### src/rtl/fifo_word_packer.sv
// fifo_word_packer: pops DATA_WIDTH-bit entries from a synchronous FIFO read port
// and packs PACK of them into one wide word on a valid/ready output. A flush
// request emits a partially filled word with a lane-keep mask.
//
// Ports:
//   clk, rst     clock and synchronous active-high reset
//   fifo_empty   FIFO empty flag
//   fifo_rd_en   FIFO read enable (combinational, drives FIFO r_en)
//   fifo_data    FIFO data_out, valid the cycle after an accepted read
//   flush        single-cycle request to emit any partial word
//   out_valid    output word valid
//   out_ready    downstream accept
//   out_data     packed word, lane 0 is the oldest entry
//   out_keep     per-lane valid mask
//   out_last     word was terminated by a flush
module fifo_word_packer #(
    parameter int unsigned DATA_WIDTH = 8,
    parameter int unsigned PACK       = 4
) (
    input  logic                         clk,
    input  logic                         rst,
    input  logic                         fifo_empty,
    output logic                         fifo_rd_en,
    input  logic [DATA_WIDTH-1:0]        fifo_data,
    input  logic                         flush,
    output logic                         out_valid,
    input  logic                         out_ready,
    output logic [DATA_WIDTH*PACK-1:0]   out_data,
    output logic [PACK-1:0]              out_keep,
    output logic                         out_last
);

    localparam int unsigned CW = $clog2(PACK + 1);

    typedef enum logic {
        FILL = 1'b0,
        HOLD = 1'b1
    } state_t;

    state_t          state;
    logic [CW-1:0]   lane_cnt;
    logic            inflight;
    logic            flush_pend;

    logic [CW:0]     occupancy;
    logic [CW-1:0]   cnt_cap;
    logic            flush_eff;
    logic [PACK-1:0] part_keep;

    // Lanes already captured plus the one still travelling out of the FIFO.
    assign occupancy = {1'b0, lane_cnt} + (CW+1)'(inflight);
    assign cnt_cap   = lane_cnt + CW'(inflight);
    assign flush_eff = flush_pend | flush;

    // Read only while there is room for the returning entry.
    assign fifo_rd_en = (state == FILL) && !fifo_empty && !flush_pend && !rst &&
                        (occupancy < (CW+1)'(PACK));

    // Keep mask for a partial word: one bit per captured lane.
    always_comb begin
        part_keep = '0;
        for (int i = 0; i < int'(PACK); i++) begin
            part_keep[i] = (CW'(i) < lane_cnt);
        end
    end

    // Packer state machine with registered outputs.
    always_ff @(posedge clk) begin
        if (rst) begin
            state      <= FILL;
            lane_cnt   <= '0;
            inflight   <= 1'b0;
            flush_pend <= 1'b0;
            out_valid  <= 1'b0;
            out_data   <= '0;
            out_keep   <= '0;
            out_last   <= 1'b0;
        end else begin
            inflight <= fifo_rd_en;
            if (flush) begin
                flush_pend <= 1'b1;
            end
            case (state)
                FILL: begin
                    if (inflight) begin
                        for (int i = 0; i < int'(PACK); i++) begin
                            if (lane_cnt == CW'(i)) begin
                                out_data[i*DATA_WIDTH +: DATA_WIDTH] <= fifo_data;
                            end
                        end
                        lane_cnt <= cnt_cap;
                    end
                    // A completing capture wins; a flush is looked at only once
                    // nothing is left in flight.
                    if (inflight && (cnt_cap == CW'(PACK))) begin
                        state     <= HOLD;
                        out_valid <= 1'b1;
                        out_keep  <= '1;
                        out_last  <= 1'b0;
                    end else if (!inflight && flush_eff) begin
                        if (lane_cnt != '0) begin
                            state     <= HOLD;
                            out_valid <= 1'b1;
                            out_keep  <= part_keep;
                            out_last  <= 1'b1;
                        end else begin
                            flush_pend <= 1'b0;
                        end
                    end
                end
                HOLD: begin
                    if (out_ready) begin
                        state     <= FILL;
                        out_valid <= 1'b0;
                        lane_cnt  <= '0;
                        out_data  <= '0;
                        out_keep  <= '0;
                        out_last  <= 1'b0;
                        // The flush that produced this word is done; a fresh
                        // pulse in the same cycle stays pending.
                        if (out_last && !flush) begin
                            flush_pend <= 1'b0;
                        end
                    end
                end
                default: begin
                    state <= FILL;
                end
            endcase
        end
    end

endmodule

### config.mk
export PLATFORM = sky130hd
export DESIGN_NAME = fifo_word_packer
export DESIGN_NICKNAME = d
export VERILOG_FILES = /design/src/rtl/fifo_word_packer.sv
export SDC_FILE = /design/constraint.sdc
export NUM_CORES = 1
export LEC_CHECK = 0
export BUFFER_PORTS_ARGS = -buffer_cell sky130_fd_sc_hd__buf_2
export CORE_AREA = 2 2 70 72
export DETAILED_ROUTE_END_ITERATION = 12
export DIE_AREA = 0 0 72 74
export PLACE_DENSITY = 0.74
export REMOVE_ABC_BUFFERS = 1
export SLEW_MARGIN = 10
export SYNTH_ARGS = -nofsm -noshare
export SYNTH_HDL_FRONTEND = slang
export SYNTH_SLANG_ARGS = --single-unit
### constraint.sdc
create_clock -name clk -period 2.1 [get_ports clk]
set_input_delay 0.42 -clock clk [delete_from_list [all_inputs] [get_ports clk]]
set_output_delay 0.42 -clock clk [all_outputs]
set_load 0.01 [all_outputs]
### After elaboration in Yosys (flattened, before gate mapping)

Index checks and enable logic that the tools add are counted.

* bits in registers: 44
* input port bits: 13

* muxes and demuxes: 34
* bitwise operators: 2
* order comparisons: 5
* equality and inequality tests: 12
* reductions and logical operators: 20
* $add $sub $neg: 2

Operators by type and width (number)
* 32-bit two-way mux: 2
* 32-bit one-hot mux with 2 select lines: 1
* 8-bit two-way mux: 4
* 4-bit two-way mux: 4
* 1-bit two-way mux: 15
* 3-bit AND reduction: 5
* 2-bit by 1-bit inequality test with 1-bit output, second input constant: 4
* 1-bit one-hot mux with 2 select lines: 4
* 4-bit one-hot mux with 2 select lines: 1
* 1-bit logical AND: 7
* 3-bit by 2-bit == test with 1-bit output, second input constant: 2
* 1-bit by 3-bit < comparator with 1-bit output, first input constant: 2
* 2-bit by 3-bit < comparator with 1-bit output, first input constant: 2
* 3-bit two-way mux: 2
* 3-bit by 1-bit inequality test with 1-bit output, second input constant: 2
* 3-bit one-hot mux with 2 select lines: 1
* 1-bit logical NOT: 5
* 3-bit by 1-bit adder with 4-bit output: 1
* 4-bit by 3-bit < comparator with 1-bit output, second input constant: 1
* 2-bit inequality test, second input constant: 2
* 3-bit by 1-bit adder with 3-bit output: 1
* 3-bit by 1-bit == test with 1-bit output, second input constant: 1
* 3-bit == test, second input constant: 1
* 3-bit logical NOT: 1
* 4 further kinds: 4

### Depth between registers and ports, before layout

Gate-level depths: netlist (run 1).

* depth after elaboration: 5
* mapped depth: 5

### Least setup slack after synthesis (run 1)

Ideal clock, no wire load.

* path type: reg-to-output
* from: reg lane_cnt[0]
* to: out fifo_rd_en
* cell stages (with the launch flop): 6
* data required time: 1.680 ns
* data arrival time: 1.155 ns
* path slack: 0.525 ns
* path through: dfxtp_1 > ha_1 > ha_1 > nand2_1 > a21oi_1 > o211a_1

* cells in the longest elaborated chain, start to end: 3

Ends and longest elaborated chain
* start, declared: RTL line 41 `logic [CW-1:0] lane_cnt;`
* start signal, assigned: RTL line 91 `lane_cnt <= cnt_cap;`
* 3-bit by 1-bit adder with 4-bit output: RTL line 51 `assign occupancy = {1'b0, lane_cnt} + (CW+1)'(inflight);`
* 4-bit by 3-bit < comparator with 1-bit output: RTL line 57 `(occupancy < (CW+1)'(PACK));`
* 1-bit logical AND: RTL line 56 `assign fifo_rd_en = (state == FILL) && !fifo_empty && !flush_pend && !rst &&`
* end, declared: RTL line 23 `output logic fifo_rd_en,`

Every way passes these cells.

### Final worst setup path (run 1)

Same ends and word-level chain as after synthesis.

==> results.py, run 1 <==
metrics = {
    "floorplanning": {
        "die_w_um": 72,
        "initial_core_util": 0.456,
        "dieArea_um2": 5330,
        "coreArea_um2": 4600,
        "die_y_um": 74,
        "io_pins": 52,
        "row_count": 25,
    },
    "global_routing": {
        "grt_use_met2": 0.306,
        "grt-busiest-layer": "met2",
        "grt_pass1_wl_um": 7890,
        "grt_overflow": 0,
        "grt_usage": 0.190,
        "antenna_found_initial": 0,
        "grt_pass1_vias": 1678,
        "grt_use_met3": 0.0257,
        "use_met1": 0.255,
        "grt_max_degree": 32,
    },
    "power": {
        "irDropWorstVdd_mv": 0.364,
        "power_density_nw_per_um2": 684,
        "leakage_nw": 1.00,
    },
    "cts": {
        "cts_tree": "yes",
        "postCtsSetupBuffers": 0,
        "htreeDepth": 2,
        "cts_sinks": 44,
        "clkLatencyLatePin_ns": 0.30,
        "clockBufferDepth": 2,
        "root_buffer": "clkbuf_8",
        "clk_pin_slew_ns": 0.08,
        "cts_made_buffers": 5,
    },
    "setup_path": {
        "cp.arrival_ns": 1.58,
        "r2r_cells": 3,
        "rrSetupSlack_ns": 0.52,
        "required_ns": 1.68,
        "r2r-start": "state",
        "startpoint_type": "register",
        "crit_end": "fifo_rd_en",
        "r2r_end": "out_keep[3]",
        "crit_path_max_fanout": 6,
        "cp-startpoint": "lane_cnt[0]",
        "cp-end-kind": "output pin",
        "crit_type": "register to output pin",
    },
    "drt": {
        "wire_per_inst_um": 15.5,
        "drt_wl_total_um": 5030,
        "vias_per_cell": 5.67,
        "via_count": 1837,
        "drtAntennaViolNets": 0,
        "drc": 0,
        "drtPass1Iterations": 4,
        "drt_iter0_drc": 135,
    },
    "yosys": {
        "yosysSeqAreaShare": 0.421,
        "synth_area_um2": 2090,
        "ys_ff_latch": 44,
        "synth_cell_types": 36,
        "avgSynthCellArea_um2": 9.23,
        "ys_warn_count": 0,
        "syn-instance-count": 227,
    },
    "sta": {
        "fin_skew_ns": 0.00458,
        "grt_setup_unrepaired": "no",
        "worst_slack_ns": 0.0985,
        "finalCritPeriodShare": 0.953,
        "slew_headroom": 0.601,
        "finalSetupViolCount": 0,
        "tightest_slew_ns": 0.598,
        "slew_violations": 0,
        "hold_viol": 0,
        "hold-worst-slack_ns": 0.390,
        "min_period_ns": 2.00,
        "fmax_mhz": 500,
    },
    "worst_hold_path": {
        "whs_path_depth": 3,
        "hold_path_class": "input pin to register",
    },
    "layout": {
        "nNetsFinal": 284,
        "fill_cells": 425,
        "layout_commonest_cell": "buf_2",
        "diodes": 0,
        "syn_to_final_growth_pct": 19.2,
        "layout_common_cells": "51 x buf_2, 44 x dfxtp_1, 34 x a21oi_1, 31 x nand3_1, 16 x o211ai_1",
        "final_layout_size_suffix_gt1_frac": 0.315,
    },
    "place": {
        "gp_congestion": 0.813,
        "io_buffer_count": 51,
        "pre_cts_slack_ns": 0.379,
        "place_hpwl_um": 3470,
    },
    "run": {
        "cap_violations": 0,
    },
    "run_status": {
        "outcome": "complete, no violations",
    },
}
[synth_stat cells]
cell / number / area, µm²
a211oi_1: 1 / 7.51
a21o_1: 1 / 7.51
a21oi_1: 34 / 170
a221o_1: 1 / 10.0
a32oi_4: 1 / 27.5
buf_1: 3 / 11.3
buf_2: 4 / 20.0
buf_4: 3 / 22.5
buf_6: 2 / 22.5
clkbuf_1: 12 / 45.0
dfxtp_1: 44 / 881
ha_1: 2 / 25.0
inv_1: 2 / 7.51
inv_2: 1 / 3.75
mux2i_1: 11 / 110
nand2_1: 15 / 56.3
nand2b_1: 2 / 12.5
nand3_1: 31 / 155
nand3b_1: 9 / 67.6
nand4bb_1: 1 / 11.3
nor2_1: 4 / 15.0
nor2b_1: 2 / 12.5
nor3_1: 1 / 5.00
nor4b_4: 2 / 47.6
nor4bb_1: 2 / 20.0
o211a_1: 2 / 20.0
o211ai_1: 16 / 120
o211ai_2: 8 / 100
o21ai_0: 3 / 15.0
o21ai_1: 1 / 5.00
o2bb2a_2: 1 / 11.3
or2_2: 1 / 6.26
or3_4: 1 / 11.3
or3b_1: 1 / 8.76
or4b_4: 1 / 13.8
xor2_1: 1 / 8.76
[per-layer routing]
metal,share of wire,vias to the layer above
met3,0.057,5
met4,0.013,0
met5,0,-
li1,-,916
met1,0.46,850
met2,0.47,66
[state kept, by name, indices dropped and copies added (netlist names)]
register    count
flush_pend      1
lane_cnt        3
out_last        1
state           1
out_data       32
out_keep        4
inflight        1
out_valid       1
[cell type report]
type                            count  area, µm²  share of cell area
Clock buffer                        6       82.6              0.0331
Clock inverter                      2       38.8              0.0155
Inverter                            3       11.3             0.00451
Multi-Input combinational cell    156       1100               0.441
Sequential cell                    44        881               0.353
Tap cell                           54       67.6              0.0271
Timing Repair Buffer               59        315               0.126
[worst min path at each step]
stage / start / end
finish: fifo_empty / inflight
global route: fifo_empty / inflight
CTS: fifo_empty / inflight
detailed placement: out_data[7] / out_data[7]
global placement: out_data[3] / out_data[3]
floorplan: out_keep[0] / out_keep[0]
[worst max-delay path, cell delays in order (launching register included)]
cell	delay [ns]
dfxtp_1	0.34
ha_1	0.21
ha_4	0.18
nand2_1	0.05
a21oi_1	0.19
o211a_1	0.19
buf_2	0.12
[where the power goes]
part / switching, mW / internal [mW] / total [mW]
clock: 0.300 / 0.389 / 0.690
combinational: 0.0997 / 0.0598 / 0.159
sequential: 0.00984 / 0.850 / 0.860
[cell families (layout without fill, tap and decap cells)]
logic type | count (synthesis) | in the layout | synth area share
AOI/OAI and AO/OA | 69 | 69 | 0.236
adders and majority gates | 2 | 2 | 0.0119
muxes | 11 | 11 | 0.0526
buffers and inverters | 27 | 70 | 0.0633
xor gates and xnor gates | 1 | 1 | 0.00418
DFF | 44 | 44 | 0.421
and+or+nand+nor | 73 | 73 | 0.211
[through the flow]
step	area [µm²]	TNS [ns]	power, mW	std cells	utilization
finish	2500	0	1.71	324	0.543
detailed placement	2360	0	1.04	316	0.514
floorplan	1970	-1.71	0.967	203	-
global route	2500	0	1.76	324	0.543
global placement	2360	0	1.04	316	0.514
CTS	2480	0	1.72	324	0.540
[repair_timing]
action / in CTS / in global routing
setup endpoints to repair: 0 / 1
hold buffers: 0 / 0
gates resized for setup: 0 / 2
Power figures use the tool's default switching activity.
==> inputs of run 2 (changes only) <==
CORE_AREA = 2 2 75 77   (was 2 2 70 72)
DIE_AREA = 0 0 77 79   (was 0 0 72 74)
PLACE_DENSITY = 0.67   (was 0.74)
==> run 2 against run 1 <==
Compared with the run above: non-clock buffer count stayed put; largest cell class unchanged; sequential cell count unchanged; clock-buffer cell count shrank 1; combinational power hardly changed; register-to-register slack lost 0.14 ns; largest power group unchanged; final area increased by 0.95%.
==> results.py, run 2 (synthesis results as in run 1) <==
metrics = {
    "floorplanning": {
        "row_count": 27,
        "die_y_um": 79,
        "dieArea_um2": 6080,
        "io_pins": 52,
        "coreArea_um2": 5340,
        "initial_core_util": 0.392,
        "die_w_um": 77,
    },
    "drt": {
        "vias_per_cell": 5.45,
        "drtAntennaViolNets": 0,
        "drc": 0,
        "via_count": 1864,
        "drtPass1Iterations": 4,
        "wire_per_inst_um": 14.9,
        "drt_iter0_drc": 122,
        "drt_wl_total_um": 5090,
    },
    "global_routing": {
        "grt_max_degree": 32,
        "antenna_found_initial": 0,
        "grt_overflow": 0,
        "grt_usage": 0.174,
        "grt_pass1_vias": 1721,
        "grt_use_met3": 0.0330,
        "grt_use_met2": 0.293,
        "use_met1": 0.217,
        "grt_pass1_wl_um": 8420,
        "grt-busiest-layer": "met2",
    },
    "setup_path": {
        "slowest_stage": "dfxtp_1",
        "path_cells": "nor2_1 > o211a_1 > buf_2",
        "cp-end-kind": "output pin",
        "startpoint_type": "register",
        "cp.depth": 3,
        "rrSetupSlack_ns": 0.38,
        "cp.arrival_ns": 1.55,
        "crit_path_max_fanout": 18,
        "r2r_end": "out_keep[2]",
        "crit_type": "register to output pin",
        "r2r_cells": 3,
        "r2r-start": "state",
        "path_buf_inv": 1,
        "required_ns": 1.68,
        "crit_end": "fifo_rd_en",
        "cp-startpoint": "state",
        "cp_top_family": "flip-flops",
        "critPathMaxStageDelay_ns": 0.79,
    },
    "layout": {
        "diodes": 0,
        "layout_common_cells": "51 x buf_2, 43 x dfxtp_1, 33 x a21oi_1, 31 x nand3_1, 16 x o211ai_1",
        "fill_cells": 563,
        "top_regs": "out_data: 32 flops, out_keep: 4 flops, lane_cnt: 3 flops",
        "final_layout_size_suffix_gt1_frac": 0.326,
        "final_core_util": 0.472,
        "nNetsFinal": 284,
        "top_register": "out_data",
        "layout_commonest_cell": "buf_2",
        "syn_to_final_growth_pct": 20.3,
        "finalNonFillerCells": 342,
        "largest_register_ffs": 32,
    },
    "place": {
        "pre_cts_slack_ns": 0.356,
        "gp_congestion": 0.845,
        "dp.cells": 334,
        "io_buffer_count": 51,
        "place_hpwl_um": 3440,
    },
    "power": {
        "irDropWorstVdd_mv": 0.395,
        "power_density_nw_per_um2": 670,
        "leakage_nw": 0.991,
    },
    "cts": {
        "cts_made_buffers": 5,
        "hold_buffers": 0,
        "root_buffer": "clkbuf_8",
        "clk_pin_slew_ns": 0.08,
        "htreeDepth": 2,
        "clkLatencyLatePin_ns": 0.31,
        "postCtsSetupBuffers": 0,
        "cts_sinks": 44,
        "cts_tree": "yes",
        "clockBufferDepth": 2,
        "post_cts_resized": 0,
    },
    "sta": {
        "finalSetupViolCount": 0,
        "slew_violations": 0,
        "worst_slack_ns": 0.125,
        "finalCritPeriodShare": 0.940,
        "slew_headroom": 0.518,
        "hold_viol": 0,
        "setup-tns-final_ns": 0,
        "grt_setup_unrepaired": "no",
        "fin_skew_ns": 0.00636,
        "tightest_slew_ns": 0.723,
        "fmax_mhz": 506,
        "min_period_ns": 1.97,
    },
    "run": {
        "cap_violations": 0,
    },
    "run_status": {
        "outcome": "complete, no violations",
    },
    "worst_hold_path": {
        "hold_path_class": "input pin to register",
    },
}
## run 2: cell count changes in the layout (fill, tap and decap cells not counted), sizes merged
cell	change
clkbuf	-1
clkinv	-1
clkinvlp	+1
inv	+1
## run 2: final cells by class
| type | count | area [µm²] | area share |
|---|---|---|---|
| tap | 72 | 90.1 | 0.0357 |
| clock inverter | 3 | 46.3 | 0.0184 |
| timing repair buffer | 59 | 315 | 0.125 |
| clock buffer | 5 | 68.8 | 0.0273 |
| sequential | 44 | 882 | 0.350 |
| multi-input combinational | 156 | 1110 | 0.439 |
| inverter | 3 | 11.3 | 0.00447 |
## run 2: per-layer routing
metal | up-vias | part of all wire | wire length [µm]
met4 | 0 | 0.013 | 66
met3 | 7 | 0.049 | 250
met2 | 58 | 0.49 | 2480
met5 | - | 0 | 0
li1 | 915 | - | -
met1 | 884 | 0.45 | 2290
## run 2: worst min-delay path by stage
stage           startpoint          end  cells after the start
2_1_floorplan  out_keep[0]  out_keep[0]                      2
3_3_place_gp   out_data[4]  out_data[4]                      2
3_5_place_dp   out_keep[0]  out_keep[0]                      2
4_1_cts         fifo_empty     inflight                      3
5_1_grt         fifo_empty     inflight                      3
6_report        fifo_empty     inflight                      3
## run 2: tightest hold or removal path, cell delays in order
cell	delay, ns
buf_2	0.07
nor2_1	0.04
o211a_1	0.10
## run 2: stage by stage
step	hold WS, ns	cell area [µm²]	total power, mW
final	0.366	2520	1.69
after global routing	0.381	2520	1.76
after CTS	0.363	2500	1.71
after detailed placement	0.448	2380	1.04
after global placement	0.444	2380	1.04
after floorplan	0.474	1970	0.967
## run 2: report_power, final
part           switching [mW]  total (mW)  leakage [nW]  internal, mW
logic                  0.0984       0.159         0.580        0.0603
clock network           0.311       0.670        0.0548         0.358
registers              0.0102       0.860         0.356         0.850
==> inputs of run 3 (changes only) <==
clock period = 1.9 ns   (was 2.1 ns; I/O delays follow)
==> run 3 against run 2 <==
Compared with the run above: via count fell by 0.97%; register-to-register slack got worse by 0.23 ns; global-route usage fell by 0.40 points; sequential share of layout area fell by 0.42 points; critical path depth rose by 3; utilization rose by 0.84 points; power rose by 8.4%; hold slack got worse by 0.035 ns; cell count rose by 1.5%; first-iteration DRC count rose by 13%; non-clock buffer count rose by 5.
==> results.py, run 3 (synthesis results as in run 1) <==
metrics = {
    "floorplanning": {
        "die_w_um": 77,
        "die_y_um": 79,
        "io_pins": 52,
        "dieArea_um2": 6080,
        "row_count": 27,
        "coreArea_um2": 5340,
        "initial_core_util": 0.392,
    },
    "drt": {
        "wl_met3_um": 278,
        "drt_iter0_drc": 138,
        "topRoutingLayerUsed": "met4",
        "drt_wl_total_um": 5030,
        "wl_met2_um": 2390,
        "m1WireLength_um": 2280,
        "drtAntennaViolNets": 0,
        "vias_per_cell": 5.32,
        "drtPass1Iterations": 4,
        "wire_per_inst_um": 14.5,
        "drc": 0,
        "via_count": 1846,
    },
    "setup_path": {
        "path_cells": "ha_4 > ha_4 > nand2_1 > a21oi_2 > o211a_1 > buf_2",
        "crit_top_cell": "ha_4",
        "r2r_cells": 7,
        "slowest_stage": "dfxtp_4",
        "cp.depth": 6,
        "required_ns": 1.52,
        "cp-startpoint": "lane_cnt[0]",
        "rrSetupSlack_ns": 0.15,
        "critPathMaxStageDelay_ns": 0.36,
        "crit_path_max_fanout": 5,
        "crit_end": "fifo_rd_en",
        "cp-end-kind": "output pin",
        "crit_type": "register to output pin",
        "r2r_end": "out_keep[3]",
        "cp_top_family": "flip-flops",
        "startpoint_type": "register",
        "path_buf_inv": 1,
        "r2r-start": "lane_cnt[0]",
        "cp.arrival_ns": 1.43,
    },
    "layout": {
        "final_layout_size_suffix_gt1_frac": 0.342,
        "layout_commonest_cell": "buf_2",
        "diodes": 0,
        "nNetsFinal": 289,
        "top_register": "out_data",
        "top_regs": "out_data: 32 flops, out_keep: 4 flops, lane_cnt: 3 flops",
        "syn_to_final_growth_pct": 22.5,
        "finalNonFillerCells": 347,
        "largest_register_ffs": 32,
        "final_core_util": 0.481,
        "layout_common_cells": "51 x buf_2, 41 x dfxtp_1, 33 x a21oi_1, 31 x nand3_1, 16 x o211ai_1",
    },
    "cts": {
        "hold_buffers": 0,
        "clkLatencyLatePin_ns": 0.30,
        "htreeDepth": 2,
        "cts_sinks": 44,
        "cts_tree": "yes",
        "root_buffer": "clkbuf_8",
        "cts_made_buffers": 5,
        "clk_pin_slew_ns": 0.08,
        "clockBufferDepth": 2,
    },
    "power": {
        "irDropWorstVdd_mv": 0.330,
        "power.total_mw": 1.83,
        "leakage_nw": 1.02,
        "power_density_nw_per_um2": 714,
    },
    "sta": {
        "finalSetupViolCount": 0,
        "grt_setup_unrepaired": "no",
        "fmax_mhz": 553,
        "slew_violations": 0,
        "min_period_ns": 1.81,
        "hold_viol": 0,
        "finalCritPeriodShare": 0.951,
        "fin_skew_ns": 0.00930,
        "slew_headroom": 0.618,
        "tightest_slew_ns": 0.573,
        "setup-tns-final_ns": 0,
    },
    "place": {
        "place_hpwl_um": 3550,
        "io_buffer_count": 51,
        "dp.cells": 336,
        "gp_congestion": 0.852,
    },
    "global_routing": {
        "grt_overflow": 0,
        "grt_pass1_vias": 1677,
        "grt_max_degree": 30,
        "grt_usage": 0.170,
        "antenna_found_initial": 0,
        "grt_pass1_wl_um": 8260,
    },
    "run": {
        "cap_violations": 0,
    },
    "worst_hold_path": {
        "hold_path_class": "input pin to register",
    },
    "run_status": {
        "outcome": "complete, no violations",
    },
}
[run 3: cell count changes in the layout (fill, tap and decap cells not counted)]
cell and delta:
inv_6 -1, clkinv_2 +1, buf_4 +5, dfxtp_1 -2, dfxtp_2 +1, clkbuf_1 +1
clkinvlp_4 -1, ha_2 -1, dfxtp_4 +1, ha_4 +1
[run 3: report_power, final]
part	switching (mW)	total, mW	internal, mW
sequential	0.0119	0.951	0.939
combinational	0.108	0.177	0.0692
clock	0.312	0.703	0.390
[run 3: stage by stage]
step	worst slack [ns]	hold slack (ns)	cell area, µm²
after floorplan	-0.272	0.449	1970
after global placement	0.233	0.444	2400
after detailed placement	0.200	0.448	2400
after CTS	0.0208	0.334	2540
after global routing	0.00550	0.343	2560
final	0.0923	0.331	2560
[run 3: worst register-to-register path, cell delays in order, from the launching register on]
cell	delay (ns)
dfxtp_4	0.36
ha_4	0.17
ha_4	0.17
buf_4	0.14
buf_4	0.12
xor2_1	0.17
a32oi_4	0.31
mux2i_1	0.24
[run 3: timing repair]
action	4_1_cts	5_1_grt
buffers inserted	0	3
endpoints found under the setup margin	1	1
pin swaps	1	2
resized for setup	6	3
[run 3: layout make-up]
| type | instances | area [µm²] |
|---|---|---|
| Clock buffer | 6 | 72.6 |
| Clock inverter | 2 | 35.0 |
| Fill cell | 547 | 2770 |
| Inverter | 3 | 11.3 |
| Multi-Input combinational cell | 156 | 1120 |
| Sequential cell | 44 | 887 |
| Tap cell | 72 | 90.1 |
| Timing Repair Buffer | 64 | 353 |
[run 3: routing by layer]
metal | vias up | global-route usage
li1 | 923 | -
met4 | 0 | 0.0589
met3 | 11 | 0.0364
met5 | - | 0
met1 | 853 | 0.226
met2 | 59 | 0.274
[run 3: how the worst min path moves through the flow]
stage	startpoint	endpoint	slack (ns)	cells after the start
after floorplan	rst	lane_cnt[0]	0.45	1
after global placement	out_keep[0]	out_keep[0]	0.44	2
after detailed placement	out_data[7]	out_data[7]	0.45	2
after CTS	fifo_empty	inflight	0.33	3
after global routing	fifo_empty	inflight	0.34	3
final	fifo_empty	inflight	0.33	3
